--- src/rtl/operand_b_stage_pkg.sv ---
// Shared CPU constants for the operand-B path: immediate extension encodings
// and the forwarding-hit rule used by the E stage.
package operand_b_stage_pkg;

  typedef enum logic [1:0] {
    EXT_ZERO     = 2'b00,
    EXT_SIGN     = 2'b01,
    EXT_UPPER    = 2'b10,
    EXT_ZERO_ALT = 2'b11
  } ext_op_e;

  localparam int unsigned REG_ADDR_W = 5;
  localparam int unsigned IMM_W      = 16;

  // Register 0 is hardwired to zero, so it must never pick up a forwarded value.
  function automatic logic fwd_hit(input logic                  we,
                                   input logic [REG_ADDR_W-1:0] addr,
                                   input logic [REG_ADDR_W-1:0] rt);
    return we && (addr == rt) && (rt != '0);
  endfunction

endpackage

--- src/rtl/operand_b_stage_imm_ext.sv ---
// Combinational 16-bit immediate extender: zero, sign or upper (imm << 16).
module imm_ext
  import operand_b_stage_pkg::*;
#(
  parameter int WIDTH = 32
) (
  input  logic [IMM_W-1:0] imm_i,
  input  logic [1:0]       ext_op_i,
  output logic [WIDTH-1:0] ext_o
);

  always_comb begin
    ext_o = '0;
    case (ext_op_e'(ext_op_i))
      EXT_SIGN:  ext_o = {{(WIDTH-IMM_W){imm_i[IMM_W-1]}}, imm_i};
      // Upper mode fills bits [31:16] only; anything above bit 31 stays zero.
      EXT_UPPER: ext_o[31:16] = imm_i;
      default:   ext_o = {{(WIDTH-IMM_W){1'b0}}, imm_i};
    endcase
  end

endmodule

--- src/rtl/operand_b_stage.sv ---
// E-stage operand B: registers rt/rd2/extended immediate/select from D and
// applies M/W forwarding to the rt value before the ALU-B select.
module operand_b_stage
  import operand_b_stage_pkg::*;
#(
  parameter int WIDTH  = 32,
  parameter bit FWD_EN = 1'b1
) (
  input  logic                  clk,
  input  logic                  reset,
  input  logic [WIDTH-1:0]      D_RD2,
  input  logic [IMM_W-1:0]      D_imm16,
  input  logic [1:0]            D_ext_op,
  input  logic                  D_sel,
  input  logic [REG_ADDR_W-1:0] D_rt,
  input  logic                  E_stall,
  input  logic                  E_flush,
  input  logic                  M_we,
  input  logic                  W_we,
  input  logic [REG_ADDR_W-1:0] M_addr,
  input  logic [REG_ADDR_W-1:0] W_addr,
  input  logic [WIDTH-1:0]      M_data,
  input  logic [WIDTH-1:0]      W_data,
  output logic [WIDTH-1:0]      ALU_B,
  output logic [WIDTH-1:0]      E_rt_data,
  output logic                  E_sel
);

  logic [REG_ADDR_W-1:0] rt_q, rt_d;
  logic [WIDTH-1:0]      rd2_q, rd2_d;
  logic [WIDTH-1:0]      ext_q, ext_d;
  logic                  sel_q, sel_d;
  logic [WIDTH-1:0]      D_ext;

  imm_ext #(.WIDTH(WIDTH)) u_imm_ext (
    .imm_i    (D_imm16),
    .ext_op_i (D_ext_op),
    .ext_o    (D_ext)
  );

  generate
    if (FWD_EN) begin : g_fwd
      always_comb begin
        E_rt_data = rd2_q;
        if (fwd_hit(M_we, M_addr, rt_q)) begin
          E_rt_data = M_data;
        end else if (fwd_hit(W_we, W_addr, rt_q)) begin
          E_rt_data = W_data;
        end
      end
    end else begin : g_no_fwd
      assign E_rt_data = rd2_q;
    end
  endgenerate

  assign ALU_B = sel_q ? ext_q : E_rt_data;
  assign E_sel = sel_q;

  // A stall re-captures the forwarded rt value so it outlives the producer's
  // retirement from W while the E stage is frozen.
  always_comb begin
    rt_d  = rt_q;
    rd2_d = rd2_q;
    ext_d = ext_q;
    sel_d = sel_q;
    if (E_flush) begin
      rt_d  = '0;
      rd2_d = '0;
      ext_d = '0;
      sel_d = 1'b0;
    end else if (E_stall) begin
      rd2_d = E_rt_data;
    end else begin
      rt_d  = D_rt;
      rd2_d = D_RD2;
      ext_d = D_ext;
      sel_d = D_sel;
    end
  end

  always_ff @(posedge clk) begin
    if (!reset) begin
      rt_q  <= '0;
      rd2_q <= '0;
      ext_q <= '0;
      sel_q <= 1'b0;
    end else begin
      rt_q  <= rt_d;
      rd2_q <= rd2_d;
      ext_q <= ext_d;
      sel_q <= sel_d;
    end
  end

endmodule

--- config.mk ---
export PLATFORM = sky130hd
export DESIGN_NAME = operand_b_stage
export DESIGN_NICKNAME = d
export VERILOG_FILES = /design/src/rtl/operand_b_stage_pkg.sv /design/src/rtl/operand_b_stage_imm_ext.sv /design/src/rtl/operand_b_stage.sv
export SDC_FILE = /design/constraint.sdc
export NUM_CORES = 1
export LEC_CHECK = 0
export ABC_CLOCK_PERIOD_IN_PS = 2600
export CAP_MARGIN = 25
export CORE_UTILIZATION = 43
export CTS_BUF_LIST = sky130_fd_sc_hd__clkbuf_4 sky130_fd_sc_hd__clkbuf_8 sky130_fd_sc_hd__clkbuf_16
export CTS_CLUSTER_DIAMETER = 50
export DETAILED_ROUTE_END_ITERATION = 7
export GPL_TIMING_DRIVEN = 1
export PLACE_DENSITY = 0.87
export SYNTH_ARGS = -nofsm -noshare
export SYNTH_HDL_FRONTEND = slang
export SYNTH_SLANG_ARGS = --single-unit
--- constraint.sdc ---
create_clock -name clk -period 2.6 [get_ports clk]
set_clock_uncertainty 0.1 [all_clocks]
set_input_delay 0.65 -clock clk [delete_from_list [all_inputs] [get_ports clk]]
set_output_delay 0.65 -clock clk [all_outputs]
set_load 0.05 [all_outputs]
==> PnR_summary.wiki, run 1 <==
{| class="wikitable"
! Metric !! Value
|-
| Outcome || aborted with a tool error
|-
| Fail Step || global routing (5_1_grt)
|-
| Stop err || [ERROR GRT-0232] Routing congestion too high. Check the congestion heatmap in the GUI.
|-
| Most frequently used flop master after synthesis || sky130_fd_sc_hd__dfxtp_1
|-
| Post-Synthesis Cells || 559
|-
| Largest net degree at the start of global routing || 51
|-
| Fraction of post-synthesis cell area in the top cell type by area || 30.7%
|-
| RD Place Congestion || 0.909
|-
| Sinks on the clock net || 70
|-
| H-tree depth reported by CTS || 3
|-
| Die X-Extent || 105 um
|-
| Number of distinct library cells after synthesis || 33
|-
| FF+latch count, synth || 70
|-
| Clock Root Buffer || sky130_fd_sc_hd__clkbuf_8
|-
| Die height || 105 um
|-
| Buffers from clock root to sink, at most || 2
|-
| Worst setup endpoint after the global-route repair_timing || ALU_B[24]
|-
| Std-Cell Rows || 37
|-
| Top cells by area in the synthesized netlist || sky130_fd_sc_hd__dfxtp_1 (31%), sky130_fd_sc_hd__a41oi_2 (11%), sky130_fd_sc_hd__mux2i_1 (8.3%), sky130_fd_sc_hd__nor2_1 (6.2%), sky130_fd_sc_hd__a221oi_1 (6.1%)
|-
| IO Pins || 201
|-
| Synthesized area divided by synthesized cell count || 8.15 sq um
|-
| Post-synthesis sequential area ratio || 30.7%
|-
| Area leader, netlist || sky130_fd_sc_hd__dfxtp_1
|-
| Kind of pin the worst path terminates on || primary output
|-
| Post-synthesis cell area || 4560 sq um
|-
| Async set-or-reset flop fraction in the synthesized netlist || 0%
|-
| Number of port buffers || 200
|-
| Total clock buffers created by CTS || 9
|-
| Post-synth EDFFs || 0
|-
| Total gr overflow || 395
|-
| Total track usage || 90.6%
|-
| Count of warnings emitted by yosys || 0
|-
| Effective utilization at floorplan || 44.4%
|-
| Cell with the most instances after synthesis || sky130_fd_sc_hd__nor2_1
|-
| Cell types with the highest counts after synthesis || sky130_fd_sc_hd__nor2_1 (75), sky130_fd_sc_hd__dfxtp_1 (70), sky130_fd_sc_hd__mux2i_1 (38), sky130_fd_sc_hd__nand2_1 (35)
|-
| Post-synthesis net count || 697
|-
| DP HPWL || 15400 um
|}
-- metrics by stage --
stage / setup TNS, ns / std cells / hold WS [ns] / worst slack [ns] / cell area (sq um)
after global placement: -50.68 / 952 / 0.382 / -0.849 / 8590
after CTS: -37.32 / 995 / 0.424 / -0.704 / 9630
after floorplan: -15.29 / 559 / 0.361 / -0.296 / 5420
after detailed placement: -58.82 / 952 / 0.395 / -0.976 / 8590
-- kinds of logic after synthesis --
kind of cell    count (synthesis)  share of synthesized area (%)
flops                          70                           30.7
xor+xnor                        8                           1.54
buf+inv                        93                           9.11
compound gates                162                           29.9
fa+ha+maj                       2                          0.549
mux                            38                           8.34
simple gates                  186                           19.8
-- what timing repair did --
action / in CTS
pin swaps: 27
setup buffers: 21
gates resized for setup: 126
hold buffers: 0
gates cloned: 7
endpoints found under the setup margin: 64
-- routing by layer --
layer / global-route usage, % / GRT overflow
met1: 86.9 / 2
met2: 109 / 247
met3: 72.6 / 1
met4: 105 / 145
met5: 23.8 / 0
==> run 2, diff against run 1 <==
- CORE_UTILIZATION: 43 -> 35
- CTS_BUF_LIST: sky130_fd_sc_hd__clkbuf_4 sky130_fd_sc_hd__clkbuf_8 sky130_fd_sc_hd__clkbuf_16 -> default
- CTS_CLUSTER_DIAMETER: 50 -> default
- PLACE_DENSITY: 0.87 -> default
- PLACE_DENSITY_LB_ADDON: default -> 0.15
==> PnR_summary.wiki, run 2 <==
{| class="wikitable"
! Metric !! Value
|-
| Outcome || finished, violations left
|-
| Violated checks || setup timing
|-
| Minimum setup slack after placement || -0.881 ns
|-
| Top cells by area in the synthesized netlist || sky130_fd_sc_hd__dfxtp_1 (31%), sky130_fd_sc_hd__a41oi_2 (11%), sky130_fd_sc_hd__mux2i_1 (8.3%), sky130_fd_sc_hd__nor2_1 (6.2%), sky130_fd_sc_hd__a221oi_1 (6.1%)
|-
| Largest net degree at the start of global routing || 46
|-
| Via count of the first global-routing pass || 5761
|-
| Hold/Removal Path Class || reg2reg
|-
| Post-synthesis sequential area ratio || 30.7%
|-
| Total gr overflow || 0
|-
| Vias after detailed routing || 5533
|-
| Buffers from clock root to sink, at most || 2
|-
| Post-synth EDFFs || 0
|-
| Register-to-register path setup slack || 0.30 ns
|-
| RD Place Congestion || 0.825
|-
| Launching element type of the critical path || register
|-
| Worst-case reg-to-reg path depth || 6
|-
| R2r startpoint || rt_q[1]
|-
| Unrepaired setup endpoints after global routing || yes
|-
| Highest attainable clock frequency || 310 MHz
|-
| Via-per-instance ratio || 5.57
|-
| Remaining max-slew budget at the tightest pin || 59.4%
|-
| Std-Cell Rows || 41
|-
| Type of the setup path with the least slack || reg2out
|-
| Largest registers || ext_q x32, rd2_q x32, rt_q x5
|-
| Number of hold-slack violations in the final timing report || 0
|-
| Synthesized area divided by synthesized cell count || 8.15 sq um
|-
| Worst skew pair latency || 0.34 ns
|-
| Tcrit/Tclk final || 124%
|-
| Effective utilization at floorplan || 36.0%
|-
| Global-route wire length before repair || 31000 um
|-
| Detailed-router iteration count before antenna repair || 4
|-
| Simple-Gate Fraction of Synth Area || 19.8%
|-
| Number of distinct library cells after synthesis || 33
|-
| Clock transition at path regs || 0.06 ns
|-
| Synth-to-layout area growth || 113%
|-
| Number of hold buffers added after cts || 0
|-
| Post-synthesis cell area || 4560 sq um
|-
| Most common library cell in the layout ignoring fill and taps || sky130_fd_sc_hd__clkdlybuf4s50_1
|-
| Worst-Margin Slew || 0.609 ns
|-
| Share of final-layout standard cells stronger than drive strength 1 || 43.1%
|-
| Synth Area in XOR/XNOR || 1.54%
|-
| Iteration-0 DRC count of the detailed router || 300
|-
| Cell with the most instances after synthesis || sky130_fd_sc_hd__nor2_1
|-
| Area leader, netlist || sky130_fd_sc_hd__dfxtp_1
|-
| Arrival time at the worst endpoint || 2.48 ns
|-
| Leakage power total || 3.50 nW
|-
| Share of synthesized cell area in full adder, half adder and majority cells || 0.549%
|-
| Die X-Extent || 116 um
|-
| Number of max-capacitance violations reported || 0
|-
| Total placed cells including tap cells || 965
|-
| Async set-or-reset flop fraction in the synthesized netlist || 0%
|-
| Routed wirelength normalized by instance count || 20.6 um
|-
| Hold EP || ext_q[31]
|-
| DRC violation count after routing || 0
|-
| Final std cell area, no fill || 9690 sq um
|-
| Share of the synthesized area in compound gates (AO/OA/AOI/OAI) || 29.9%
|-
| H-tree depth reported by CTS || 3
|-
| Ratio of total power to cell area || 387 nW/um^2
|-
| Largest family of logic cells by synthesized area || compound AO/OA/AOI/OAI gates
|-
| Final Net Count || 954
|-
| Critical path data required time || 1.85 ns
|-
| Most frequently used flop master after synthesis || sky130_fd_sc_hd__dfxtp_1
|-
| Max Fanout on Critical Path || 8
|-
| IO Pins || 201
|-
| Total track usage || 30.8%
|-
| Die Outline Area || 13500 sq um
|-
| Die height || 116 um
|-
| # fillers || 851
|-
| Highest-count cells in the layout ignoring fill and taps || sky130_fd_sc_hd__clkdlybuf4s50_1 (123), sky130_fd_sc_hd__nor2_1 (71), sky130_fd_sc_hd__buf_4 (68)
|-
| Share of cell area taken by muxes after synthesis || 8.34%
|-
| Non-Filler Instances || 993
|-
| Placement-stage cell area || 8440 sq um
|-
| Initial antenna violation count || 0
|-
| Post-synthesis net count || 697
|-
| Count of final max-slew check failures || 0
|-
| Final WL || 20400 um
|-
| Core Footprint || 12700 sq um
|-
| Count of antenna-violating nets left after detailed routing || 0
|-
| CTS tree || built
|-
| Post-Synthesis Cells || 559
|-
| Cell types with the highest counts after synthesis || sky130_fd_sc_hd__nor2_1 (75), sky130_fd_sc_hd__dfxtp_1 (70), sky130_fd_sc_hd__mux2i_1 (38), sky130_fd_sc_hd__nand2_1 (35)
|-
| Reg-to-reg endpoint || rd2_q[18]
|-
| Count of warnings emitted by yosys || 0
|-
| Post-layout minimum cycle time || 3.23 ns
|-
| Clock Root Buffer || sky130_fd_sc_hd__clkbuf_16
|-
| FF+latch count, synth || 70
|-
| Max IR drop VDD || 0.000456 V
|-
| Number of endpoints failing setup at the final stage || 64
|-
| Critical path capture point type || output pin
|-
| DP HPWL || 13200 um
|-
| Total clock buffers created by CTS || 9
|-
| # diodes || 0
|-
| Number of port buffers || 200
|-
| Fraction of post-synthesis cell area in the top cell type by area || 30.7%
|-
| Worst setup slack after layout || -0.627 ns
|-
| Sinks on the clock net || 70
|-
| Startpoint of the worst hold path || ext_q[31]
|-
| Cell depth of the worst min-delay path || 2
|}
## run 2: per-layer routing
layer / global-route usage (%) / part of all wire (%) / routed length [um]
met1: 36.6 / 40 / 8200
met2: 52.7 / 50 / 10200
met3: 6.95 / 6.5 / 1330
met4: 14.4 / 3.2 / 649
met5: 0 / 0 / 0
## run 2: cell families after synthesis
family | after synthesis
AND/OR/NAND/NOR | 186
AO/OA/AOI/OAI | 162
buffers and inverters | 93
flip-flops | 70
multiplexers | 38
XOR/XNOR | 8
adder cells (fa/ha/maj) | 2
## run 2: how the worst max path moves through the flow
stage	from	to
after floorplan	W_addr[1]	ALU_B[10]
after global placement	W_addr[1]	E_rt_data[12]
after detailed placement	W_addr[0]	E_rt_data[12]
after CTS	rt_q[1]	ALU_B[6]
after global routing	rt_q[1]	ALU_B[6]
final	rt_q[1]	ALU_B[6]
## run 2: metrics by stage
step | util, % | power, W | setup TNS (ns) | hold WS, ns
3_5_place_dp | 66.6 | 0.00224 | -54.13 | 0.385
4_1_cts | 76.3 | 0.00375 | -31.62 | 0.400
3_3_place_gp | 66.6 | 0.00222 | -51.01 | 0.380
5_1_grt | 76.5 | 0.00386 | -36.41 | 0.431
2_1_floorplan | - | 0.00168 | -15.29 | 0.361
6_report | 76.5 | 0.00375 | -32.24 | 0.400
## run 2: layout make-up
type / count / area (sq um) / area share (%)
multi-input cells: 396 / 3970 / 40.9
repair buffers: 305 / 3620 / 37.4
flip-flops and latches: 70 / 1410 / 14.5
clock buffers: 11 / 243 / 2.50
well taps: 172 / 215 / 2.22
inverters: 34 / 128 / 1.32
clock inverters: 5 / 106 / 1.10
## run 2: report_power, final
part	internal (W)	switching (W)	leakage, nW
combinational	0.000575	0.000584	2.76
sequential	0.00110	0.0000221	0.570
clock	0.000965	0.000498	0.166
total	0.00264	0.00110	3.50
## run 2: worst max-delay path: stages, from the launching register on
cell and delay [ns]:
sky130_fd_sc_hd__dfxtp_1 0.31, sky130_fd_sc_hd__or4_4 0.55, sky130_fd_sc_hd__nand2_2 0.11, sky130_fd_sc_hd__a211oi_4 0.07
sky130_fd_sc_hd__buf_12 0.16, sky130_fd_sc_hd__buf_12 0.16, sky130_fd_sc_hd__mux2i_4 0.19, sky130_fd_sc_hd__buf_6 0.12
sky130_fd_sc_hd__a221oi_4 0.28, sky130_fd_sc_hd__buf_12 0.18
## run 2: repair_timing
item                       CTS  global route
pin swaps                   54             6
setup endpoints to repair   64            64
setup buffers               12             1
gates resized for setup    165             2
gates cloned                11             0
No activity file was read; power rests on OpenSTA's default activity.
==> run 3, diff against run 2 <==
- CORE_ASPECT_RATIO: default -> 1.25
- CORE_MARGIN: default -> 5
==> PnR_summary.wiki, run 3 (synthesis results as in run 2) <==
{| class="wikitable"
! Metric !! Value
|-
| Number of hold-slack violations in the final timing report || 0
|-
| Max IR drop VDD || 0.000240 V
|-
| Total placed cells including tap cells || 943
|-
| Worst setup slack after layout || -0.665 ns
|-
| Violated checks || setup timing
|-
| Placement-stage cell area || 8270 sq um
|-
| Minimum setup slack after placement || -0.882 ns
|-
| Clock Root Buffer || sky130_fd_sc_hd__clkbuf_16
|-
| Ratio of total power to cell area || 366 nW/um^2
|-
| Leakage power total || 3.42 nW
|-
| Total clock buffers created by CTS || 9
|-
| Critical path capture point type || output pin
|-
| Tcrit/Tclk final || 126%
|-
| Worst skew pair latency || 0.33 ns
|-
| Crit-path leading delay family || buffers and inverters
|-
| Unrepaired setup endpoints after global routing || yes
|-
| Final std cell area, no fill || 9580 sq um
|-
| # fillers || 819
|-
| Number of hold buffers added after cts || 0
|-
| Count of final max-slew check failures || 0
|-
| Via-per-instance ratio || 5.58
|-
| Effective utilization at floorplan || 35.8%
|-
| Cell type of the slowest stage on the worst timing path || sky130_fd_sc_hd__or4_4
|-
| Max Fanout on Critical Path || 7
|-
| Total gr overflow || 0
|-
| Number of max-capacitance violations reported || 0
|-
| CP cell instances || or4_4, nand2_4, a211oi_4, buf_6, buf_12, buf_12, mux2i_4, buf_6, a221oi_4, buf_12
|-
| Largest registers || ext_q x32, rd2_q x32, rt_q x5
|-
| DRC violation count after routing || 0
|-
| Remaining max-slew budget at the tightest pin || 37.5%
|-
| Hold/Removal Path Class || reg2reg
|-
| Critical path data required time || 1.85 ns
|-
| Crit path buf inv count || 5
|-
| Highest attainable clock frequency || 306 MHz
|-
| Die Outline Area || 15400 sq um
|-
| Largest net degree at the start of global routing || 43
|-
| Synth-to-layout area growth || 110%
|-
| Arrival time at the worst endpoint || 2.51 ns
|-
| Register-to-register path setup slack || 0.21 ns
|-
| Post-layout minimum cycle time || 3.26 ns
|-
| Highest-count cells in the layout ignoring fill and taps || sky130_fd_sc_hd__clkdlybuf4s50_1 (123), sky130_fd_sc_hd__nor2_1 (73), sky130_fd_sc_hd__buf_4 (69)
|-
| Number of endpoints failing setup at the final stage || 64
|-
| Core Footprint || 12700 sq um
|-
| Global-route wire length before repair || 30600 um
|-
| Count of antenna-violating nets left after detailed routing || 0
|-
| Detailed-router iteration count before antenna repair || 5
|-
| Type of the setup path with the least slack || reg2out
|-
| Die X-Extent || 112 um
|-
| CTS tree || built
|-
| Biggest cell delay along the critical path || 0.55 ns
|-
| Number of port buffers || 200
|-
| Vias after detailed routing || 5542
|-
| Post-route setup TNS || -36.42 ns
|-
| Most common library cell in the layout ignoring fill and taps || sky130_fd_sc_hd__clkdlybuf4s50_1
|-
| Launching element type of the critical path || register
|-
| Initial antenna violation count || 2
|-
| Outcome || finished, violations left
|-
| Iteration-0 DRC count of the detailed router || 210
|-
| H-tree depth reported by CTS || 3
|-
| DP HPWL || 13900 um
|-
| Non-Filler Instances || 993
|-
| Final Net Count || 956
|-
| Worst-Margin Slew || 0.935 ns
|-
| Crit-path most repeated cell || sky130_fd_sc_hd__buf_12
|-
| Share of final-layout standard cells stronger than drive strength 1 || 42.8%
|-
| Total chip power || 0.00351 W
|-
| Clock transition at path regs || 0.06 ns
|-
| IO Pins || 201
|-
| Final WL || 20800 um
|-
| Total track usage || 25.0%
|-
| RD Place Congestion || 0.846
|-
| Buffers from clock root to sink, at most || 2
|-
| Std-Cell Rows || 46
|-
| Via count of the first global-routing pass || 5798
|-
| Routed wirelength normalized by instance count || 20.9 um
|-
| Die height || 138 um
|-
| Sinks on the clock net || 70
|}
run 3: cell types whose count changed in the layout (fill, tap and decap cells not counted), moves of 4 or more:
cell,delta
sky130_fd_sc_hd__buf_16,-11
sky130_fd_sc_hd__buf_8,-6
sky130_fd_sc_hd__mux2i_1,-7
sky130_fd_sc_hd__nor3_2,-6
sky130_fd_sc_hd__nor3_1,+6
sky130_fd_sc_hd__buf_12,+5
sky130_fd_sc_hd__buf_6,+9
sky130_fd_sc_hd__mux2i_4,+8
sky130_fd_sc_hd__clkbuf_16,+4
run 3: cell type report:
type / count / area, sq um / share of cell area, %
Tap cell: 168 / 210 / 2.19
Clock buffer: 14 / 285 / 2.98
Clock inverter: 2 / 12.5 / 0.131
Sequential cell: 70 / 1410 / 14.7
Timing Repair Buffer: 306 / 3520 / 36.8
Multi-Input combinational cell: 397 / 4010 / 41.8
Antenna cell: 2 / 5.00 / 0.0522
Inverter: 34 / 128 / 1.33
run 3: stage by stage:
step	hold slack, ns	util, %
after floorplan	0.361	-
after global placement	0.380	65.0
after detailed placement	0.397	65.0
after CTS	0.409	72.8
after global routing	0.437	75.3
final	0.412	75.3
run 3: routing by layer:
metal	global-route usage, %	up-vias	share of wire [%]
met5	0	-	0
met4	14.9	0	4.3
met3	4.92	51	5.0
met2	44.3	197	53
met1	27.9	2713	38
li1	-	2581	-
run 3: final timing paths:
path	to	depth (start not counted)	startpoint
max	ALU_B[10]	10	rt_q[4]
min	ext_q[31]	2	ext_q[31]
max reg2reg	rd2_q[18]	8	rt_q[4]
min reg2reg	ext_q[31]	2	ext_q[31]
run 3: report_power, final:
part	leakage (nW)	switching, W	internal, W
Sequential	0.570	0.0000198	0.00110
Clock	0.144	0.000464	0.000755
Combinational	2.70	0.000587	0.000577
run 3: worst register-to-register path, stage by stage (launching register included):
cell                      delay (ns)
sky130_fd_sc_hd__dfxtp_2        0.32
sky130_fd_sc_hd__or4_4          0.55
sky130_fd_sc_hd__buf_4          0.16
sky130_fd_sc_hd__a21bo_4        0.23
sky130_fd_sc_hd__and3_4         0.17
sky130_fd_sc_hd__buf_4          0.13
sky130_fd_sc_hd__buf_6          0.23
sky130_fd_sc_hd__a41oi_1        0.27
sky130_fd_sc_hd__o21ai_0        0.11
run 3: what timing repair did:
action	4_1_cts	5_1_grt
resized for setup	131	31
cloned	5	6
pin swaps	51	14
setup endpoints to repair	64	64
setup buffers	13	28
